[config.mk]
export PLATFORM = sky130hd
export DESIGN_NAME = alu_div_unit
export DESIGN_NICKNAME = d
export VERILOG_FILES = /design/src/rtl/alu_div_unit.sv
export SDC_FILE = /design/constraint.sdc
export NUM_CORES = 1
export LEC_CHECK = 0
export CORE_MARGIN = 3
export CORE_UTILIZATION = 35
export CTS_CLUSTER_SIZE = 8
export DETAILED_ROUTE_END_ITERATION = 10
export PLACE_DENSITY = 0.54
export SYNTH_ARGS = -nofsm -noshare
export SYNTH_HDL_FRONTEND = slang
export SYNTH_SLANG_ARGS = --single-unit
[constraint.sdc]
create_clock -name clk -period 7.7 [get_ports clk]
set_input_delay 1.155 -clock clk [delete_from_list [all_inputs] [get_ports clk]]
set_output_delay 1.155 -clock clk [all_outputs]
set_load 0.05 [all_outputs]
[src/rtl/alu_div_unit.sv]
// alu_div_unit: multi-cycle radix-2 restoring divider for the DIV/MOD ALU codes.
// It produces one quotient bit per clock. Divide-by-zero and signed overflow finish
// in a single cycle. The result is returned through a start/busy/done handshake.
module alu_div_unit #(
   parameter int DIVw = 32
) (
   input  logic            clk,
   input  logic            rst,
   input  logic            divStart,
   input  logic            divSigned,
   input  logic            divMod,
   input  logic [DIVw-1:0] inDIVa,
   input  logic [DIVw-1:0] inDIVb,
   output logic            divBusy,
   output logic            divDone,
   output logic [DIVw-1:0] outDIV
);

   localparam int CW = $clog2(DIVw + 1);
   localparam logic [DIVw-1:0] MINV = {1'b1, {(DIVw-1){1'b0}}};

   typedef enum logic [1:0] {S_IDLE, S_CALC, S_DONE} state_t;

   state_t          state_q, state_d;
   logic [CW-1:0]   cnt_q, cnt_d;
   logic [DIVw-1:0] rem_q, rem_d;
   logic [DIVw-1:0] quo_q, quo_d;
   logic [DIVw-1:0] bmag_q, bmag_d;
   logic [DIVw-1:0] out_q, out_d;
   logic            negq_q, negq_d;
   logic            negr_q, negr_d;
   logic            mod_q, mod_d;

   logic            div0, ovf;
   logic [DIVw:0]   shifted, trial;
   logic [DIVw-1:0] rem_nx, quo_nx;

   // Magnitude of an operand. The most-negative value maps to itself, read as unsigned.
   function automatic logic [DIVw-1:0] mag(input logic [DIVw-1:0] v, input logic s);
      return (s && v[DIVw-1]) ? (~v + 1'b1) : v;
   endfunction

   // Conditional two's-complement negation for the final sign fix.
   function automatic logic [DIVw-1:0] fix(input logic [DIVw-1:0] v, input logic neg);
      return neg ? (~v + 1'b1) : v;
   endfunction

   // Next-state, datapath step and result selection
   always_comb begin
      state_d = state_q;
      cnt_d   = cnt_q;
      rem_d   = rem_q;
      quo_d   = quo_q;
      bmag_d  = bmag_q;
      out_d   = out_q;
      negq_d  = negq_q;
      negr_d  = negr_q;
      mod_d   = mod_q;

      div0 = (inDIVb == '0);
      ovf  = divSigned && (inDIVa == MINV) && (inDIVb == '1);

      // One restoring step. The partial remainder stays below |b|, so the shifted
      // value fits in DIVw+1 bits and the trial's top bit is a true sign.
      shifted = {rem_q, quo_q[DIVw-1]};
      trial   = shifted - {1'b0, bmag_q};
      rem_nx  = trial[DIVw] ? shifted[DIVw-1:0] : trial[DIVw-1:0];
      quo_nx  = {quo_q[DIVw-2:0], ~trial[DIVw]};

      case (state_q)
         S_IDLE: begin
            if (divStart) begin
               mod_d = divMod;
               if (div0 || ovf) begin
                  if (div0) out_d = divMod ? inDIVa : '1;
                  else      out_d = divMod ? '0 : MINV;
                  state_d = S_DONE;
               end else begin
                  rem_d   = '0;
                  quo_d   = mag(inDIVa, divSigned);
                  bmag_d  = mag(inDIVb, divSigned);
                  negq_d  = divSigned && (inDIVa[DIVw-1] ^ inDIVb[DIVw-1]);
                  negr_d  = divSigned && inDIVa[DIVw-1];
                  cnt_d   = CW'(DIVw);
                  state_d = S_CALC;
               end
            end
         end
         S_CALC: begin
            rem_d = rem_nx;
            quo_d = quo_nx;
            cnt_d = cnt_q - 1'b1;
            if (cnt_q == CW'(1)) begin
               out_d   = mod_q ? fix(rem_nx, negr_q) : fix(quo_nx, negq_q);
               state_d = S_DONE;
            end
         end
         S_DONE:  state_d = S_IDLE;
         default: state_d = S_IDLE;
      endcase
   end

   // State and datapath registers; reset aborts any operation in flight
   always_ff @(posedge clk or posedge rst) begin
      if (rst) begin
         state_q <= S_IDLE;
         cnt_q   <= '0;
         rem_q   <= '0;
         quo_q   <= '0;
         bmag_q  <= '0;
         out_q   <= '0;
         negq_q  <= 1'b0;
         negr_q  <= 1'b0;
         mod_q   <= 1'b0;
      end else begin
         state_q <= state_d;
         cnt_q   <= cnt_d;
         rem_q   <= rem_d;
         quo_q   <= quo_d;
         bmag_q  <= bmag_d;
         out_q   <= out_d;
         negq_q  <= negq_d;
         negr_q  <= negr_d;
         mod_q   <= mod_d;
      end
   end

   assign divBusy = (state_q != S_IDLE);
   assign divDone = (state_q == S_DONE);
   assign outDIV  = out_q;

endmodule

==> flow_summary.json <==
{
  "clock_path_buffers": 2,
  "yosysSeqAreaShare": 0.284,
  "placement.io_buffers": 102,
  "place_ws_ps": 2030,
  "grt_max_degree": 85,
  "worstSetupEndpointType": "flop",
  "synth-seq-cells": 139,
  "htreeDepth": 4,
  "switching_share": 0.539,
  "drc": 0,
  "cts_resized": 0,
  "maxSlewHeadroom": 0.317,
  "setup_violations": 0,
  "syn_area_mm2": 0.0122,
  "place_area_mm2": 0.0136,
  "tightest_slew_ps": 998,
  "intPower_uw": 3280,
  "dr.pass1.iters": 5,
  "async_flop_share": 1.00,
  "design_area_mm2": 0.0142,
  "fill_cells": 3588,
  "crit_arrival_ps": 6140,
  "ys_warn_count": 0,
  "synth_edf_count": 0,
  "synth_cell_types": 77,
  "wire_per_inst_um": 20.7,
  "hold_viol_final": 0,
  "grt_pass1_vias": 11968,
  "antenna_found_initial": 0,
  "antennaDiodeCount": 0,
  "synth_top_family_by_area": "compound AO/OA/AOI/OAI gates",
  "initial_core_util": 0.360,
  "fin_skew_ps": 15.8,
  "drtIter0Drc": 1055,
  "ctsHoldBuffers": 0,
  "final_util": 0.417,
  "p_comb_frac": 0.674,
  "seq_power_share": 0.207,
  "ir_worst_vdd_uv": 368,
  "finalSetupTns_ps": 0,
  "die_h_um": 193,
  "synthFlopType": "dfrtp_1",
  "syn_inst": 1602,
  "yosys.area_share.simple": 0.229,
  "p_sw_uw": 3840,
  "place_congestion": 0.883,
  "synth_fa_ha_area_frac": 0.0415,
  "synth_xor_area_frac": 0.0844,
  "crit_fanout": 17,
  "cts-root-buf": "clkbuf_16",
  "clockPowerShare": 0.119,
  "setup_ws_ps": 1930,
  "clkSlewWorstSetupHoldPaths_ps": 70,
  "vias": 12393,
  "dp_hpwl_um": 32800,
  "rsz0062_at_grt": "false",
  "synth_compound_area_frac": 0.269,
  "grt_first_pass_wirelength_um": 68600,
  "fin_crit_sh": 0.750,
  "io-pin-count": 103,
  "overflow": 0,
  "final_common_cell": "nand2_1",
  "drt_wl_total_um": 43600,
  "startpoint_type": "flop",
  "hp-class": "reg2reg",
  "cts.sink_count": 139,
  "viasPerCell": 5.88,
  "p_per_area_mw_per_mm2": 502,
  "cts_tree": "done",
  "p_leak_uw": 0.00550,
  "antenna_left": 0,
  "synth_nets": 1711,
  "period_needed_ps": 5770,
  "fmax_ghz": 0.173,
  "core_mm2": 0.0340,
  "syn_avg_cell_area_um2": 7.64,
  "syn_to_final_growth_pct": 16.0,
  "layout_common_cells": "nand2_1, o21ai_0, dfrtp_1",
  "synth.mux.area_fraction": 0.0421,
  "drv_slew": 0,
  "nets": 1756,
  "grt_usage": 0.236,
  "post-cts-setup-buffer-count": 0,
  "final_layout_size_suffix_gt1_frac": 0.0524,
  "cts_buffers": 17,
  "drv_cap": 0,
  "die-width_um": 193,
  "rows": 67,
  "fp.dieArea_mm2": 0.0373,
  "critical_path_class": "reg2reg",
  "required_ps": 8070,
  "clkLatencyLatePin_ps": 450,
  "status": "finished clean"
}
[routing by layer]
metal  up-vias  track usage  wire [um]
met5         -            0          0
met4         0       0.0645        819
met3        52       0.0307       2150
met2       379        0.377      20000
met1      6002        0.336      20700
li1       5960            -          -
[area by class of cell]
type                    instances  area (um^2)  share of cell area
clock buffers                  18          429              0.0302
clock inverters                14          149              0.0105
inverters                      68          260              0.0183
multi-input cells            1303         8190               0.576
flip-flops and latches        139         3480               0.245
well taps                     448          561              0.0395
repair buffers                118         1140              0.0803
[synth_stat cells (32+ instances only)]
master | number | area, um^2
a21oi_1 | 122 | 611
inv_1 | 67 | 251
o21ai_0 | 160 | 801
xor2_1 | 49 | 429
mux2i_1 | 47 | 470
nor3_1 | 39 | 195
nand2_1 | 188 | 706
nand3_1 | 32 | 160
ha_1 | 39 | 488
dfrtp_1 | 139 | 3480
nor2_1 | 130 | 488
xnor2_1 | 69 | 604
o22ai_1 | 38 | 238
clkbuf_1 | 76 | 285
[sequential cells by signal, indices dropped and copies added (netlist names)]
name	flops
negr_q	1
quo_q	32
mod_q	1
bmag_q	32
state_q	2
rem_q	32
outDIV	32
cnt_q	6
negq_q	1
[through the flow]
stage | instances | hold slack, ps | total power [uW]
detailed placement | 2076 | 477 | 6230
global route | 2108 | 535 | 7680
CTS | 2108 | 491 | 7100
global placement | 2076 | 470 | 6210
floorplan | 1602 | 450 | 4830
finish | 2108 | 487 | 7130
[power groups by stage]
stage | Sequential [uW] | Combinational [uW] | Clock, uW
after floorplan | 1600 | 3220 | 0
after global placement | 1480 | 4730 | 0
after detailed placement | 1480 | 4760 | 0
after CTS | 1470 | 4770 | 859
after global routing | 1520 | 5270 | 890
final | 1480 | 4800 | 845
[worst max-delay path: stages (launching register included)]
cell and delay [ps]:
dfrtp_1 500, inv_1 100, ha_1 160, inv_1 50
fa_1 400, a211oi_2 300, o21a_1 330, a21o_1 210
a2111oi_2 90, o21a_1 230, o21a_1 220, nor2_4 120
clkinv_1 460, a21oi_1 460, ha_1 360, and2_1 170
nor3b_2 250, nand4b_1 170, a22o_1 310, nor3_1 230
mux2_2 360, o211ai_1 160
[path summary, 6_finish.rpt]
check | from | cells past startpoint | to | slack [ps]
max | quo_q[31] | 21 | outDIV[26] | 1930
max reg2reg | quo_q[31] | 21 | outDIV[26] | 1930
max in group asynchronous | rst | 3 | bmag_q[18] | 5180
min | bmag_q[31] | 2 | bmag_q[31] | 490
min reg2reg | bmag_q[31] | 2 | bmag_q[31] | 490
min in group asynchronous | rst | 2 | quo_q[9] | 1220
[cell families (layout without fill, tap and decap cells)]
kind of cell	count (synthesis)	in the layout
mux	51	51
buf+inv	160	218
simple gates	571	571
compound gates	523	523
flops	139	139
fa+ha+maj	40	40
xor+xnor	118	118
Power figures use the tool's default switching activity.
